`src/rtl/serial_tx_pkg.sv`:
```
// serial_tx_pkg: shared state encoding, field widths and 7-segment patterns for the serial transmitter
package serial_tx_pkg;
  localparam int PORT_W = 2;
  localparam int CNT_W  = 4;
  typedef enum logic [2:0] {IDLE, PORT, COUNT, TRANSMIT, DONE} state_t;
  localparam logic [6:0] SEG_LUT [16] = '{
    7'b1000000, 7'b1111001, 7'b0100100, 7'b0110000,
    7'b0011001, 7'b0010010, 7'b0000010, 7'b1111000,
    7'b0000000, 7'b0010000, 7'b0001000, 7'b0000011,
    7'b1000110, 7'b0100001, 7'b0000110, 7'b0001110
  };
endpackage

```
`src/rtl/one_pulser.sv`:
```
// one_pulser: synchronizes a raw button and emits a one-cycle step per rising edge
module one_pulser (
  input  logic clk,
  input  logic rst,
  input  logic din,
  output logic step
);
  logic [1:0] sync;
  logic       prev;
  always_ff @(posedge clk or negedge rst)
    if (!rst) begin
      sync <= '0;
      prev <= 1'b0;
    end else begin
      sync <= {sync[0], din};
      prev <= sync[1];
    end
  assign step = sync[1] & ~prev;
endmodule

```
`src/rtl/seven_seg_decoder.sv`:
```
// seven_seg_decoder: 4-bit value to active-low {g,f,e,d,c,b,a} hex digit
module seven_seg_decoder
  import serial_tx_pkg::*;
(
  input  logic [3:0] val,
  output logic [6:0] seg
);
  assign seg = SEG_LUT[val];
endmodule

```
`src/rtl/top.sv`:
```
// top: button-clocked serial frame receiver routing payload bits to one of four channels
module top
  import serial_tx_pkg::*;
(
  input  logic       clk,
  input  logic       rst,
  input  logic       clkPB,
  input  logic       Ser_In,
  output logic       SerOutValid,
  output logic       done,
  output logic       p0,
  output logic       p1,
  output logic       p2,
  output logic       p3,
  output logic [6:0] SSD1,
  output logic [6:0] SSD2
);
  state_t            state, next_state;
  logic              step;
  logic [PORT_W-1:0] port_reg;
  logic [CNT_W-1:0]  cnt_reg, cnt_shift;
  logic [1:0]        bit_cnt;
  logic [3:0]        p;
  assign cnt_shift = {cnt_reg[CNT_W-2:0], Ser_In};
  one_pulser u_pulser (.clk(clk), .rst(rst), .din(clkPB), .step(step));
  always_ff @(posedge clk or negedge rst)
    if (!rst) state <= IDLE;
    else state <= next_state;
  always_comb begin
    next_state = state;
    case (state)
      IDLE:     next_state = (step && !Ser_In) ? PORT : IDLE;
      PORT:     next_state = (step && bit_cnt == 2'd1) ? COUNT : PORT;
      COUNT:    next_state = (step && bit_cnt == 2'd3) ? ((cnt_shift != '0) ? TRANSMIT : DONE) : COUNT;
      TRANSMIT: next_state = (step && cnt_reg == CNT_W'(1)) ? DONE : TRANSMIT;
      DONE:     next_state = IDLE;
      default:  next_state = IDLE;
    endcase
  end
  // bit counter restarts on every state change so each field counts from zero
  always_ff @(posedge clk or negedge rst)
    if (!rst) begin
      port_reg <= '0;
      cnt_reg  <= '0;
      bit_cnt  <= '0;
    end else begin
      bit_cnt  <= (state != next_state) ? 2'd0 : step ? bit_cnt + 2'd1 : bit_cnt;
      port_reg <= (state == PORT && step) ? {port_reg[PORT_W-2:0], Ser_In} : port_reg;
      cnt_reg  <= (state == COUNT && step) ? cnt_shift :
                  (state == TRANSMIT && step) ? cnt_reg - CNT_W'(1) : cnt_reg;
    end
  always_comb begin
    SerOutValid = (state == TRANSMIT);
    done        = (state == DONE);
    p           = (SerOutValid && Ser_In) ? (4'b0001 << port_reg) : 4'b0000;
  end
  assign {p3, p2, p1, p0} = p;
  seven_seg_decoder u_ssd1 (.val({2'b00, port_reg}), .seg(SSD1));
  seven_seg_decoder u_ssd2 (.val(cnt_reg), .seg(SSD2));
endmodule

```
`config.mk`:
```
export PLATFORM = sky130hd
export DESIGN_NAME = top
export DESIGN_NICKNAME = d
export VERILOG_FILES = /design/src/rtl/serial_tx_pkg.sv /design/src/rtl/one_pulser.sv /design/src/rtl/seven_seg_decoder.sv /design/src/rtl/top.sv
export SDC_FILE = /design/constraint.sdc
export NUM_CORES = 1
export LEC_CHECK = 0
export CAP_MARGIN = 20
export CORE_MARGIN = 10
export CORE_UTILIZATION = 30
export CTS_CLUSTER_SIZE = 30
export DETAILED_ROUTE_END_ITERATION = 10
export PLACE_DENSITY = 0.58
export SYNTH_ARGS = -nofsm -noshare
export SYNTH_HDL_FRONTEND = slang
export SYNTH_SLANG_ARGS = --single-unit
```
`constraint.sdc`:
```
create_clock -name clk -period 2.7 [get_ports clk]
set_clock_uncertainty 0.15 [all_clocks]
set_input_delay 0.405 -clock clk [delete_from_list [all_inputs] [get_ports clk]]
set_output_delay 0.405 -clock clk [all_outputs]
set_load 0.02 [all_outputs]
```
# [After elaboration in Yosys (flattened, before gate mapping)]
# Memories as Yosys holds them, arrays and structs flattened.
# Index checks and enable logic that the tools add are counted.
[classes] eq_ne=8 n_mux=15 reduce_logical=13 addsub=2 n_lt_le_gt_ge=2 shifts=1 bitwise=4
[op_table] cell="7-bit 2-to-1 mux" count=4
[op_table] cell="4-bit 2-to-1 mux" count=3
[op_table] cell="3-bit case mux with 4 select lines" count=1
[op_table] cell="5-bit >= comparator, second input constant" count=2
[op_table] cell="3-bit 2-to-1 mux" count=3
[op_table] cell="1-bit logical AND" count=8
[op_table] cell="3-bit by 2-bit == test with 1-bit output, second input constant" count=2
[op_table] cell="2-bit 2-to-1 mux" count=3
[op_table] cell="2-bit inverter with 5-bit output" count=1
[op_table] cell="4-bit inverter with 5-bit output" count=1
[op_table] cell="4-bit by 1-bit == test with 1-bit output, second input constant" count=1
[op_table] cell="2-bit nonzero test" count=2
[op_table] cell="4-bit nonzero test" count=1
[op_table] cell="1-bit by 2-bit left shift with 4-bit output, first input constant" count=1
[op_table] cell="4-bit by 1-bit subtractor with 4-bit output, second input constant" count=1
[op_table] cell="3-bit by 1-bit == test with 1-bit output, second input constant" count=1
[op_table] cell="3-bit == test, second input constant" count=1
[op_table] cell="3-bit zero test" count=1
[op_table] cell="3-bit inequality test" count=1
[op_table] cell="2-bit by 1-bit adder with 2-bit output, second input constant" count=1
[op_table] cell="2-bit by 1-bit == test with 1-bit output, second input constant" count=1
[op_table] cell="2-bit == test, second input constant" count=1
[op_table] cell="1-bit AND" count=1
[op_table] cell="1-bit zero test" count=1
[op_table] cell="other kinds (2)" count=2
[totals] regBits=14 romBits=224 out_inout_bits=20 n_memories=2 in_bits=4 word_cells=53
[mem_list] name="(name not given)" words=16 width=7 rd=1 rd_ports_with_merged_regs=0 wr=0 line_no="seven_seg_decoder.sv:8" text="assign seg = SEG_LUT[val];"
[mem_list] name="(name not given)" words=16 width=7 rd=1 rd_ports_with_merged_regs=0 wr=0 line_no="seven_seg_decoder.sv:8"

# [Depth between registers and ports, before layout]
# Gate-level depths: netlist (run 1).
[depth] word_depth=7 ltp_mapped=6

# [Modules after synthesis]
# A second synthesis (run 1) with hierarchy kept.
[unflattened] cells_unflattened=143 hier_area_um2=1391.3
[by_module_without_submodules] mod="top" cells_per_inst=75 area_each_um2=752.0 instances=1
[by_module_without_submodules] mod="seven_seg_decoder" cells_per_inst=32 area_each_um2=275.3 instances=2
[by_module_without_submodules] mod="one_pulser" cells_per_inst=4 area_each_um2=88.8 instances=1

# [Worst setup path before layout (run 1)]
# No wires, ideal clock.
[synth_timing] path_kind="flip-flop to output port" startpoint="register state[0]" endpoint="output port p2" required_time_ns=2.145 arrival_time_ns=1.574 slack_ns=0.571 path_stages_with_launch=6 cell_sequence="dfrtp_1 -> buf_2 -> nor2b_1 -> and2_1 -> nand2_1 -> nor3_1"
[synth_via] elab_chain_len=3
[synth_lines] item="start, declared" line_no="top.sv:18" text="state_t state, next_state;"
[synth_lines] item="start signal, assigned" line_no="top.sv:28" text="else state <= next_state;"
[synth_lines] item="3-bit by 2-bit == test with 1-bit output" line_no="top.sv:53" text="SerOutValid = (state == TRANSMIT);"
[synth_lines] item="net SerOutValid" line_no="top.sv:9" text="output logic SerOutValid,"
[synth_lines] item="1-bit logical AND" line_no="top.sv:55" text="p = (SerOutValid && Ser_In) ? (4'b0001 << port_reg) : 4'b0000;"
[synth_lines] item="4-bit 2-to-1 mux" line_no="top.sv:55"
[synth_lines] item="end, declared" line_no="top.sv:13" text="output logic p2,"
# The timed path passes the listed nets, and every way through them passes these cells.

# [Worst setup path in the final report (run 1)]
[layout_timing] startpoint="register cnt_reg[0]" endpoint="output port SSD2[6]"
[layout_via] elab_chain_len=4
[layout_lines] item="start, declared" line_no="top.sv:21" text="logic [CNT_W-1:0] cnt_reg, cnt_shift;"
[layout_lines] item="start signal, assigned" line_no="top.sv:49" text="cnt_reg <= (state == COUNT && step) ? cnt_shift :"
[layout_lines] item="4-bit inverter with 5-bit output (not written as such)" line_no="seven_seg_decoder.sv:8"
[layout_lines] item="memory 16 x 7 bit"
[layout_lines] item="7-bit 2-to-1 mux (not written as such) (2 in a row)" line_no="seven_seg_decoder.sv:8"
[layout_lines] item="end, declared" line_no="top.sv:16" text="output logic [6:0] SSD2"
# No other way between the ends. The select of a mux whose other input is x is not followed.

==> results of run 1 <==
## power breakdown
part	total, W	leakage [nW]	switching (W)	internal (W)
Sequential	0.000397	0.172	0.000113	0.000283
Clock	0.000112	0.0138	0.0000601	0.0000516
Combinational	0.00112	0.392	0.000596	0.000529
Total	0.00163	0.578	0.000770	0.000864
## metrics by stage
| step | cell area [um2] | hold slack, ps | total power (W) | utilization (%) | instances |
|---|---|---|---|---|---|
| 3_3_place_gp | 1330 | 182 | 0.00155 | 39.3 | 189 |
| 4_1_cts | 1350 | 206 | 0.00166 | 39.9 | 192 |
| 6_report | 1360 | 203 | 0.00163 | 40.0 | 192 |
| 3_5_place_dp | 1330 | 188 | 0.00155 | 39.3 | 189 |
| 2_1_floorplan | 1060 | -40.6 | 0.00112 | - | 125 |
| 5_1_grt | 1360 | 234 | 0.00177 | 40.0 | 192 |
## kinds of logic after synthesis
family	count (synthesis)	synth area share [%]
multiplexers	6	6.01
other	1	0.353
flip-flops	14	33.0
adder cells (fa/ha/maj)	9	10.6
XOR/XNOR	1	0.825
buffers and inverters	16	7.07
AO/OA/AOI/OAI	30	18.7
AND/OR/NAND/NOR	48	23.4
## timing repair
item	CTS	global route
hold buffers	0	0
setup endpoints to repair	1	1
gates resized for setup	1	1
## worst min-delay path by stage
stage | start | end | slack (ps) | cells past startpoint
final | u_pulser.sync[0]$_DFF_PN0_ | u_pulser.sync[1]$_DFF_PN0_ | 200 | 0
after detailed placement | u_pulser.sync[0]$_DFF_PN0_ | u_pulser.sync[1]$_DFF_PN0_ | 190 | 0
after global routing | u_pulser.sync[0]$_DFF_PN0_ | u_pulser.sync[1]$_DFF_PN0_ | 230 | 0
after floorplan | rst | bit_cnt[0]$_DFFE_PN0P_ | -40 | 0
after CTS | u_pulser.sync[0]$_DFF_PN0_ | u_pulser.sync[1]$_DFF_PN0_ | 210 | 0
after global placement | u_pulser.sync[0]$_DFF_PN0_ | u_pulser.sync[1]$_DFF_PN0_ | 180 | 0
## synthesized netlist by cell type, drive strengths merged, types with 2 or more instances
master  count  area (um2)
o22ai       2        12.5
nand2      13        48.8
mux2i       3        30.0
or3         2        17.5
mux2        3        33.8
nor3        2        10.0
dfrtp      14         350
nor3b       2        15.0
nor4bb      2        20.0
nor2b       5        31.3
nor2       12        45.0
buf         5        31.3
ha          9         113
nand3       3        15.0
inv         6        22.5
a32oi       2        17.5
nand2b      3        18.8
a21oi       8        40.0
clkbuf      5        21.3
o21ai      10        50.0
## worst max-delay path, stage by stage (launching register included)
cell,delay (ps)
dfrtp_1,420
inv_1,110
ha_1,230
ha_1,190
mux2_2,260
clkdlybuf4s50_1,540
## cell type report
class / instances / area (um2) / share of cell area [%]
well taps: 46 / 57.6 / 4.24
clock buffers: 3 / 22.5 / 1.66
flip-flops and latches: 14 / 350 / 25.8
inverters: 6 / 22.5 / 1.66
multi-input cells: 95 / 637 / 47.0
repair buffers: 28 / 267 / 19.6
## per-layer routing
layer,track usage [%],vias up,share of wire (%)
met4,2.69,0,1.2
met1,9.14,455,42
li1,-,476,-
met5,0,-,0
met2,13.1,33,50
met3,0.788,2,7.0
==> results.json, run 1 <==
{
  "numCtsBuffers": 3,
  "r2r_cells": 5,
  "cts_sinks": 14,
  "via_per_inst": 5.03,
  "grtUsageTotal_pct": 7.48,
  "gp_congestion": 0.819,
  "power.leakage_nw": 0.578,
  "fin_crit_sh_pct": 96.0,
  "fillers": 334,
  "crit_fanout": 5,
  "slew_violations": 0,
  "syn_nets": 138,
  "relSlewSlack_pct": 57.8,
  "cp-endpoint": "SSD2[6]",
  "dp_hpwl_um": 1920,
  "setup_ws_ps": 109,
  "synth_edf_count": 0,
  "die_height_um": 79.5,
  "ys_seq_elements": 14,
  "io_pins": 24,
  "rsz0062_at_grt": "false",
  "path_class": "flip-flop to primary output",
  "port_buffers": 22,
  "num_antenna_cells": 0,
  "grt_max_degree": 17,
  "largest_reg_flops": 4,
  "clock_latency_ps": 270,
  "finalSetupViolCount": 0,
  "endpoint_kind": "primary output",
  "ys_warn_count": 0,
  "synth_ff_type": "dfrtp_1",
  "clkTransAtPathRegs_ps": 80,
  "first_global_vias": 917,
  "p_per_area_mw_per_mm2": 1200,
  "wirelength_um": 2400,
  "nets": 161,
  "reg2reg_slack_ps": 630,
  "synth_cell_types": 39,
  "post-place-ws_ps": 308,
  "rr_startpoint": "cnt_reg[2]$_DFFE_PN0P_",
  "timing.rr.end": "bit_cnt[1]$_DFFE_PN0P_",
  "drtIter0Drc": 43,
  "synth_seq_area_share_pct": 33.0,
  "synth_area_mm2": 0.00106,
  "die_area_mm2": 0.00632,
  "tns_ps": 0,
  "arrival_ps": 2040,
  "syn_area_per_cell_um2": 8.50,
  "worst_setup_path_start_kind": "flip-flop",
  "start_util_pct": 31.3,
  "worstPathRequired_ps": 2140,
  "synthToLayoutAreaGrowth_pct": 27.7,
  "dr.pass1.iters": 5,
  "cts-root-buf": "clkbuf_4",
  "max_freq_ghz": 0.386,
  "tritoncts": "yes",
  "num_rows": 21,
  "antenna_found_initial": 0,
  "hold_viol_final": 0,
  "grt_pass1_wl_um": 4080,
  "cts_setup_buffers": 0,
  "cts_buffer_depth": 2,
  "htreeDepth": 1,
  "cap_violations": 0,
  "status": "completed",
  "final_cell_mix": "clkdlybuf4s50_1, dfrtp_1, nand2_1",
  "final_common_cell": "clkdlybuf4s50_1",
  "drc": 0,
  "peakVddDrop_uv": 393,
  "syn_inst": 125,
  "route.vias.total": 966,
  "antenna_left": 0,
  "async_reset_ff_share_pct": 100,
  "tightestPinTransition_ps": 632,
  "hold_path.class": "flip-flop to flip-flop",
  "fp.coreArea_mm2": 0.00339,
  "drive_gt1_share_pct": 11.0,
  "grt_overflow": 0,
  "die_x_um": 79.5,
  "critPathLaunch": "cnt_reg[0]$_DFFE_PN0P_",
  "finalCriticalPeriod_ps": 2590,
  "wl_per_cell_um": 12.5
}
No activity file was read; power rests on OpenSTA's default activity.
==> inputs of run 2 (changes only) <==
--- a/config.mk
+++ b/config.mk
@@ -10,7 +10,9 @@
 export CORE_UTILIZATION = 30
 export CTS_CLUSTER_SIZE = 30
 export DETAILED_ROUTE_END_ITERATION = 10
+export GPL_ROUTABILITY_DRIVEN = 0
 export PLACE_DENSITY = 0.58
+export SLEW_MARGIN = 40
 export SYNTH_ARGS = -nofsm -noshare
 export SYNTH_HDL_FRONTEND = slang
 export SYNTH_SLANG_ARGS = --single-unit
==> results of run 2 <==
The final DEF is identical to that of run 1; final timing and power are the same.
